`config.mk`:
```
export PLATFORM = sky130hd
export DESIGN_NAME = apb_slave_mem
export DESIGN_NICKNAME = d
export VERILOG_FILES = /design/src/rtl/apb_pkg.sv /design/src/rtl/apb_slave_regfile.sv /design/src/rtl/apb_slave_mem.sv
export SDC_FILE = /design/constraint.sdc
export NUM_CORES = 2
export LEC_CHECK = 0
export CAP_MARGIN = 15
export CELL_PAD_IN_SITES_DETAIL_PLACEMENT = 0
export CELL_PAD_IN_SITES_GLOBAL_PLACEMENT = 1
export CORE_ASPECT_RATIO = 0.8
export CORE_UTILIZATION = 45
export CTS_CLUSTER_DIAMETER = 200
export CTS_CLUSTER_SIZE = 20
export DETAILED_ROUTE_END_ITERATION = 10
export PLACE_DENSITY = 0.74
export SYNTH_ARGS = -nofsm -noshare
export SYNTH_HDL_FRONTEND = slang
export SYNTH_SLANG_ARGS = --single-unit
```
`constraint.sdc`:
```
create_clock -name clk -period 3.76 [get_ports clk]
set_clock_uncertainty 0.1 [all_clocks]
set_input_delay 0.376 -clock clk [delete_from_list [all_inputs] [get_ports clk]]
set_output_delay 0.376 -clock clk [all_outputs]
set_load 0.01 [all_outputs]
```
`src/rtl/apb_pkg.sv`:
```
// Shared definitions for the APB completer: bus widths, address field
// positions, request payload and FSM state encoding.
package apb_pkg;

  localparam int unsigned ADDR_W   = 8;
  localparam int unsigned DATA_W   = 32;
  localparam int unsigned PORT_MSB = 7;
  localparam int unsigned PORT_LSB = 6;
  localparam int unsigned CNT_W    = 4;

  typedef logic [1:0]        sel_bit;
  typedef logic [ADDR_W-1:0] add_bit;

  typedef enum logic [1:0] {
    IDLE,
    SETUP,
    ACCESS,
    RESP
  } apb_slv_state_e;

  // Transfer captured during SETUP; ACCESS-phase bus values are never used.
  typedef struct packed {
    logic              wr;
    add_bit            addr;
    logic [DATA_W-1:0] data;
  } apb_req_t;

  // Index width for a given word count (at least one bit).
  function automatic int unsigned idx_w(input int unsigned depth);
    return (depth > 1) ? $clog2(depth) : 1;
  endfunction

endpackage

```
`src/rtl/apb_slave_regfile.sv`:
```
// DEPTH x DATA_W word store with synchronous write, registered read port and
// synchronous clear on rst.
//   clk, rst   : clock, synchronous active-high reset (clears all words)
//   i_we       : write i_wdata to word i_idx
//   i_re       : load word i_idx into the read register
//   i_err      : force the read register to zero (error response)
//   i_idx      : word index, caller guarantees i_idx < DEPTH when i_we/i_re
//   i_wdata    : write data
//   o_rd_data  : read register, holds between loads
module apb_slave_regfile
  import apb_pkg::*;
#(
  parameter int unsigned DEPTH = 64,
  parameter int unsigned IDX_W = idx_w(DEPTH)
) (
  input  logic              clk,
  input  logic              rst,
  input  logic              i_we,
  input  logic              i_re,
  input  logic              i_err,
  input  logic [IDX_W-1:0]  i_idx,
  input  logic [DATA_W-1:0] i_wdata,
  output logic [DATA_W-1:0] o_rd_data
);

  logic [DATA_W-1:0] r_mem [DEPTH];
  logic [DATA_W-1:0] r_rd_data;

  // Storage and read register.
  always_ff @(posedge clk) begin
    if (rst) begin
      for (int unsigned i = 0; i < DEPTH; i++) begin
        r_mem[IDX_W'(i)] <= '0;
      end
      r_rd_data <= '0;
    end else begin
      if (i_we) begin
        r_mem[i_idx] <= i_wdata;
      end
      if (i_err) begin
        r_rd_data <= '0;
      end else if (i_re) begin
        r_rd_data <= r_mem[i_idx];
      end
    end
  end

  assign o_rd_data = r_rd_data;

endmodule

```
`src/rtl/apb_slave_mem.sv`:
```
// APB completer in front of a word register file. Captures the request in
// SETUP, waits WAIT_CYCLES extra ACCESS cycles, then completes with a one-cycle
// ready pulse; out-of-port or out-of-depth addresses answer with slverr.
//   clk, rst  : clock, synchronous active-high reset
//   sel, en   : APB select and enable (en=1 is the ACCESS phase)
//   wr_in     : 1 = write, 0 = read
//   addr_in   : [7:6] port number, [5:0] word index
//   data_in   : write data
//   ready     : transfer complete pulse
//   data_out  : read data, valid with ready and held afterwards
//   slverr    : error response, valid with ready
module apb_slave_mem
  import apb_pkg::*;
#(
  parameter sel_bit      SLAVE_ID    = 2'd0,
  parameter int unsigned DEPTH       = 64,
  parameter int unsigned WAIT_CYCLES = 1
) (
  input  logic              clk,
  input  logic              rst,
  input  logic              sel,
  input  logic              en,
  input  logic              wr_in,
  input  logic [ADDR_W-1:0] addr_in,
  input  logic [DATA_W-1:0] data_in,
  output logic              ready,
  output logic [DATA_W-1:0] data_out,
  output logic              slverr
);

  localparam int unsigned IDX_W = idx_w(DEPTH);

  apb_slv_state_e   r_state, w_state_nxt;
  apb_req_t         r_req, w_req_nxt;
  logic [CNT_W-1:0] r_cnt, w_cnt_nxt;
  logic             r_ready, w_ready_nxt;
  logic             r_slverr, w_slverr_nxt;
  logic             w_err;
  logic             w_we, w_re, w_rd_clr;
  apb_req_t         w_bus_req;

  assign w_bus_req = '{wr: wr_in, addr: addr_in, data: data_in};

  // Error decode on the captured address; index compared with a spare bit so DEPTH=64 fits.
  assign w_err = (r_req.addr[PORT_MSB:PORT_LSB] != SLAVE_ID) ||
                 ({1'b0, r_req.addr[PORT_LSB-1:0]} >= 7'(DEPTH));

  // State, request, counter and response registers.
  always_ff @(posedge clk) begin
    if (rst) begin
      r_state  <= IDLE;
      r_req    <= '0;
      r_cnt    <= '0;
      r_ready  <= 1'b0;
      r_slverr <= 1'b0;
    end else begin
      r_state  <= w_state_nxt;
      r_req    <= w_req_nxt;
      r_cnt    <= w_cnt_nxt;
      r_ready  <= w_ready_nxt;
      r_slverr <= w_slverr_nxt;
    end
  end

  // Next-state and completion strobes.
  always_comb begin
    w_state_nxt  = r_state;
    w_req_nxt    = r_req;
    w_cnt_nxt    = r_cnt;
    w_ready_nxt  = 1'b0;
    w_slverr_nxt = 1'b0;
    w_we         = 1'b0;
    w_re         = 1'b0;
    w_rd_clr     = 1'b0;
    unique case (r_state)
      IDLE: begin
        // sel with en already high is a protocol error and is ignored
        if (sel && !en) begin
          w_req_nxt   = w_bus_req;
          w_state_nxt = SETUP;
        end
      end
      SETUP: begin
        if (!sel) begin
          w_state_nxt = IDLE;
        end else if (en) begin
          w_cnt_nxt   = CNT_W'(WAIT_CYCLES);
          w_state_nxt = ACCESS;
        end else begin
          w_req_nxt = w_bus_req;
        end
      end
      ACCESS: begin
        if (!sel) begin
          w_state_nxt = IDLE;
        end else if (r_cnt != '0) begin
          w_cnt_nxt = r_cnt - CNT_W'(1);
        end else begin
          w_ready_nxt  = 1'b1;
          w_slverr_nxt = w_err;
          w_we         = r_req.wr && !w_err;
          w_re         = !r_req.wr && !w_err;
          w_rd_clr     = w_err;
          w_state_nxt  = RESP;
        end
      end
      RESP: begin
        // back-to-back: the ready cycle doubles as the next setup phase
        if (sel && !en) begin
          w_req_nxt   = w_bus_req;
          w_state_nxt = SETUP;
        end else begin
          w_state_nxt = IDLE;
        end
      end
      default: w_state_nxt = IDLE;
    endcase
  end

  apb_slave_regfile #(
    .DEPTH (DEPTH),
    .IDX_W (IDX_W)
  ) u_rf (
    .clk       (clk),
    .rst       (rst),
    .i_we      (w_we),
    .i_re      (w_re),
    .i_err     (w_rd_clr),
    .i_idx     (r_req.addr[IDX_W-1:0]),
    .i_wdata   (r_req.data),
    .o_rd_data (data_out)
  );

  assign ready  = r_ready;
  assign slverr = r_slverr;

endmodule

```
==> run_results.csv <==
group,metric,value,unit
synthesis,yosys_most_used_dff,"edfxtp_1",
critical_path,arrival,4.50,ns
synthesis,yosysUniqueCellTypes,82,
synthesis,synth_top_area_share,0.634,
die,die_h,417,um
place,place_hpwl,207,mm
drt,route.detailed.drc,0,
pwr,switching_share,0.251,
synthesis,yosysSeqAreaShare,0.650,
drt,drt-pass1-iter-count,9,
critical_path,cp-end-kind,"flop",
synthesis,synth_area_leaders,"edfxtp_1 63%, and2_1 13%, mux2i_1 3.5%",
global_routing,antenna_found_initial,33,
pwr,power_density,425,nW/um^2
pwr,p_leak,36.8,nW
sta,finalSetupViolations,2,
clocking,cts_root_buf,"clkbuf_16",
synthesis,synthesis.area,97100,um^2
pwr,p_int,33.7,mW
die,rows,152,
place,postPlaceCellArea,102000,um^2
critical_path,cp_slowest_stage_delay,0.79,ns
critical_path,path_buf_inv,3,
global_routing,grtUsageMet1,0.425,
sta,drv_slew,0,
sta,tns,-0.147,ns
die,design.die.area,218000,um^2
synthesis,syn-num-nets,7029,
pwr,finalPower,45.0,mW
synthesis,syn_inst,6979,
pwr,peakVddDrop,484,uV
drt,vias_per_cell,6.19,
run_status,violations,"negative setup slack",
critical_path,cpLargestDelayFamily,"compound AO/OA/AOI/OAI gates",
die,core_area,215000,um^2
sta,final-hold-violation-count,0,
cells_and_area,layout.nets,6979,
sta,setup_slack,-0.0964,ns
sta,maxSlewHeadroom,0.127,
sta,worst_pin_slew,1.31,ns
synthesis,ys_ff_latch,2129,
clocking,clock_latency,0.84,ns
global_routing,grt_use_met2,0.433,
synthesis,syn_avg_cell_area,13.9,um^2
run,cap_violations,0,
pwr,combPwrFrac,0.094,
die,start_util,0.452,
place,gp_congestion,0.967,
synthesis,synth_common_cells,"2050 x and2_1, 2048 x edfxtp_1, 366 x clkbuf_1, 344 x mux2i_1, 270 x a221oi_1",
critical_path,critPathKind,"reg -> reg",
synthesis,synth_top_cell_by_area,"edfxtp_1",
global_routing,grt_pass1_vias,57400,
synthesis,yosysWarnings,0,
critical_path,crit_slowest_cell,"dfxtp_4",
global_routing,grt_busiest_layer,"met2",
clocking,cts.htree.levels,3,
global_routing,groute.usage.overall,0.302,
pwr,p_seq_frac,0.603,
die,ios,79,
drt,wl,333,mm
synthesis,synth_most_common_cell,"and2_1",
drt,post_drt_wl_per_cell,33.8,um
critical_path,worstPathCellList,"buf_4 > nor2_4 > buf_12 > buf_4 > a221oi_1 > nor2_1 > o21ai_1 > o2111ai_1 > o221a_2",
place,dp_slack,0.0463,ns
clocking,cts_buffer_depth,3,
global_routing,grt_overflow,0,
critical_path,critPathLaunchType,"flop",
drt,drt-initial-drc-count,9707,
global_routing,grt_max_degree,115,
die,chipWidth,521,um
clocking,numClockSinks,2129,
sta,grt_setup_unrepaired,"no",
critical_path,worstPathMaxFanout,25,
drt,antenna_left,0,
synthesis,synth-edff-count,2048,
pwr,p_clk_frac,0.303,
cells_and_area,drive_gt1_frac,0.144,
synthesis,ys_async_sr_fraction,0,
run_status,outcome,"complete, but fails checks",
pwr,p_sw,11.3,mW
global_routing,grt_pass1_wl,461,mm
sta,timing.final.crit_period,3.86,ns
place,numPortBuffers,78,
drt,num_vias,61000,
critical_path,crit_top_cell,"buf_4",
clocking,cts.clk_slew.worst_paths,0.09,ns
global_routing,use_met3,0.0893,
clocking,numCtsBuffers,116,
cells_and_area,syn_to_final_growth,9.20,%
clocking,cts_tree,"yes",
cells_and_area,final_cell_area,106000,um^2
sta,fin_crit_sh,1.03,
worst_hold_path,hold_class,"in -> reg",
clocking,cts_setup_buffers,0,
sta,fmax,0.259,GHz
critical_path,critPathRequiredTime,4.40,ns
==> sequential cells by signal, summed over array words and instances (netlist names) <==
name            cells
r_state             2
u_rf.r_mem       2048
ready               1
u_rf.o_rd_data     32
r_req              41
slverr              1
r_cnt               4
==> tightest hold or removal path, delay by kind of cell <==
family	cells	cell delay, ns
simple gates	1	0.08
buf+inv	1	0.40
compound gates	1	0.06
==> path summary, 6_finish.rpt <==
path | slack [ns] | to | cells past startpoint | from
worst min register to register | 0.37 | r_req[25] | 2 | r_req[25]
worst max register to register | -0.1 | u_rf.o_rd_data[12] | 9 | r_req[34]
worst max-delay path | -0.1 | u_rf.o_rd_data[12] | 9 | r_req[34]
worst min-delay path | 0.02 | r_req[1] | 3 | data_in[1]
==> repair_timing <==
item	in CTS	in global routing
endpoints found under the setup margin	0	1
gates resized for setup	0	1
hold endpoints to repair	25	0
hold buffers	25	0
==> cell usage in the layout (no fill, tap or decap), types with 38 or more instances in the layout <==
cell type        instances
a31oi_1                 38
mux2_2                  59
a22oi_1                153
nor2_1                 124
edfxtp_1              2048
clkdlybuf4s50_1         77
mux2i_1                344
buf_12                  91
nand3_1                 45
clkbuf_16              117
a221oi_1               270
o22ai_1                 93
nand2_1                194
mux4_2                 150
and2_1                2048
o21ai_0                108
or2_2                   65
dfxtp_1                 46
nor2_4                  52
buf_4                  366
a21oi_1                118
clkbuf_1                54
==> metrics by stage <==
stage	hold slack, ns	util	std cells
after floorplan	0.345	-	6979
after global placement	0.348	0.478	9635
after detailed placement	0.354	0.478	9635
after CTS	0.000123	0.494	9838
after global routing	0.0168	0.494	9840
final	0.0184	0.494	9851
==> layer usage <==
layer / share of wire / wire, um
met5: 0.00032 / 106
met4: 0.052 / 17300
met3: 0.13 / 42400
met2: 0.42 / 141000
met1: 0.40 / 132000
==> cell type report <==
cell class	instances	area, um^2
Tap cell	2849	3560
Multi-Input combinational cell	4112	30300
Fill cell	18100	109000
Antenna cell	13	32.5
Clock buffer	171	3130
Sequential cell	2129	63200
Inverter	11	46.3
Timing Repair Buffer	559	5590
Clock inverter	7	123
==> logic make-up (layout without fill, tap and decap cells) <==
logic type / after synthesis / count (layout) / share of synthesized area
flip-flops: 2129 / 2129 / 0.650
AND/OR/NAND/NOR: 2635 / 2635 / 0.165
other: 0 / 13 / 0
adder cells (fa/ha/maj): 5 / 5 / 0.000644
buffers and inverters: 738 / 748 / 0.0386
AO/OA/AOI/OAI: 919 / 919 / 0.0689
multiplexers: 553 / 553 / 0.0771
==> power by group through the flow <==
stage / Combinational, mW / Clock (mW) / Sequential (mW)
after floorplan: 2.25 / 0 / 27.3
after global placement: 4.08 / 0 / 27.6
after detailed placement: 4.10 / 0 / 27.7
after CTS: 4.13 / 13.7 / 27.1
after global routing: 4.32 / 14.5 / 27.2
final: 4.23 / 13.7 / 27.1
Note: power is estimated with default switching activity, not from simulation.
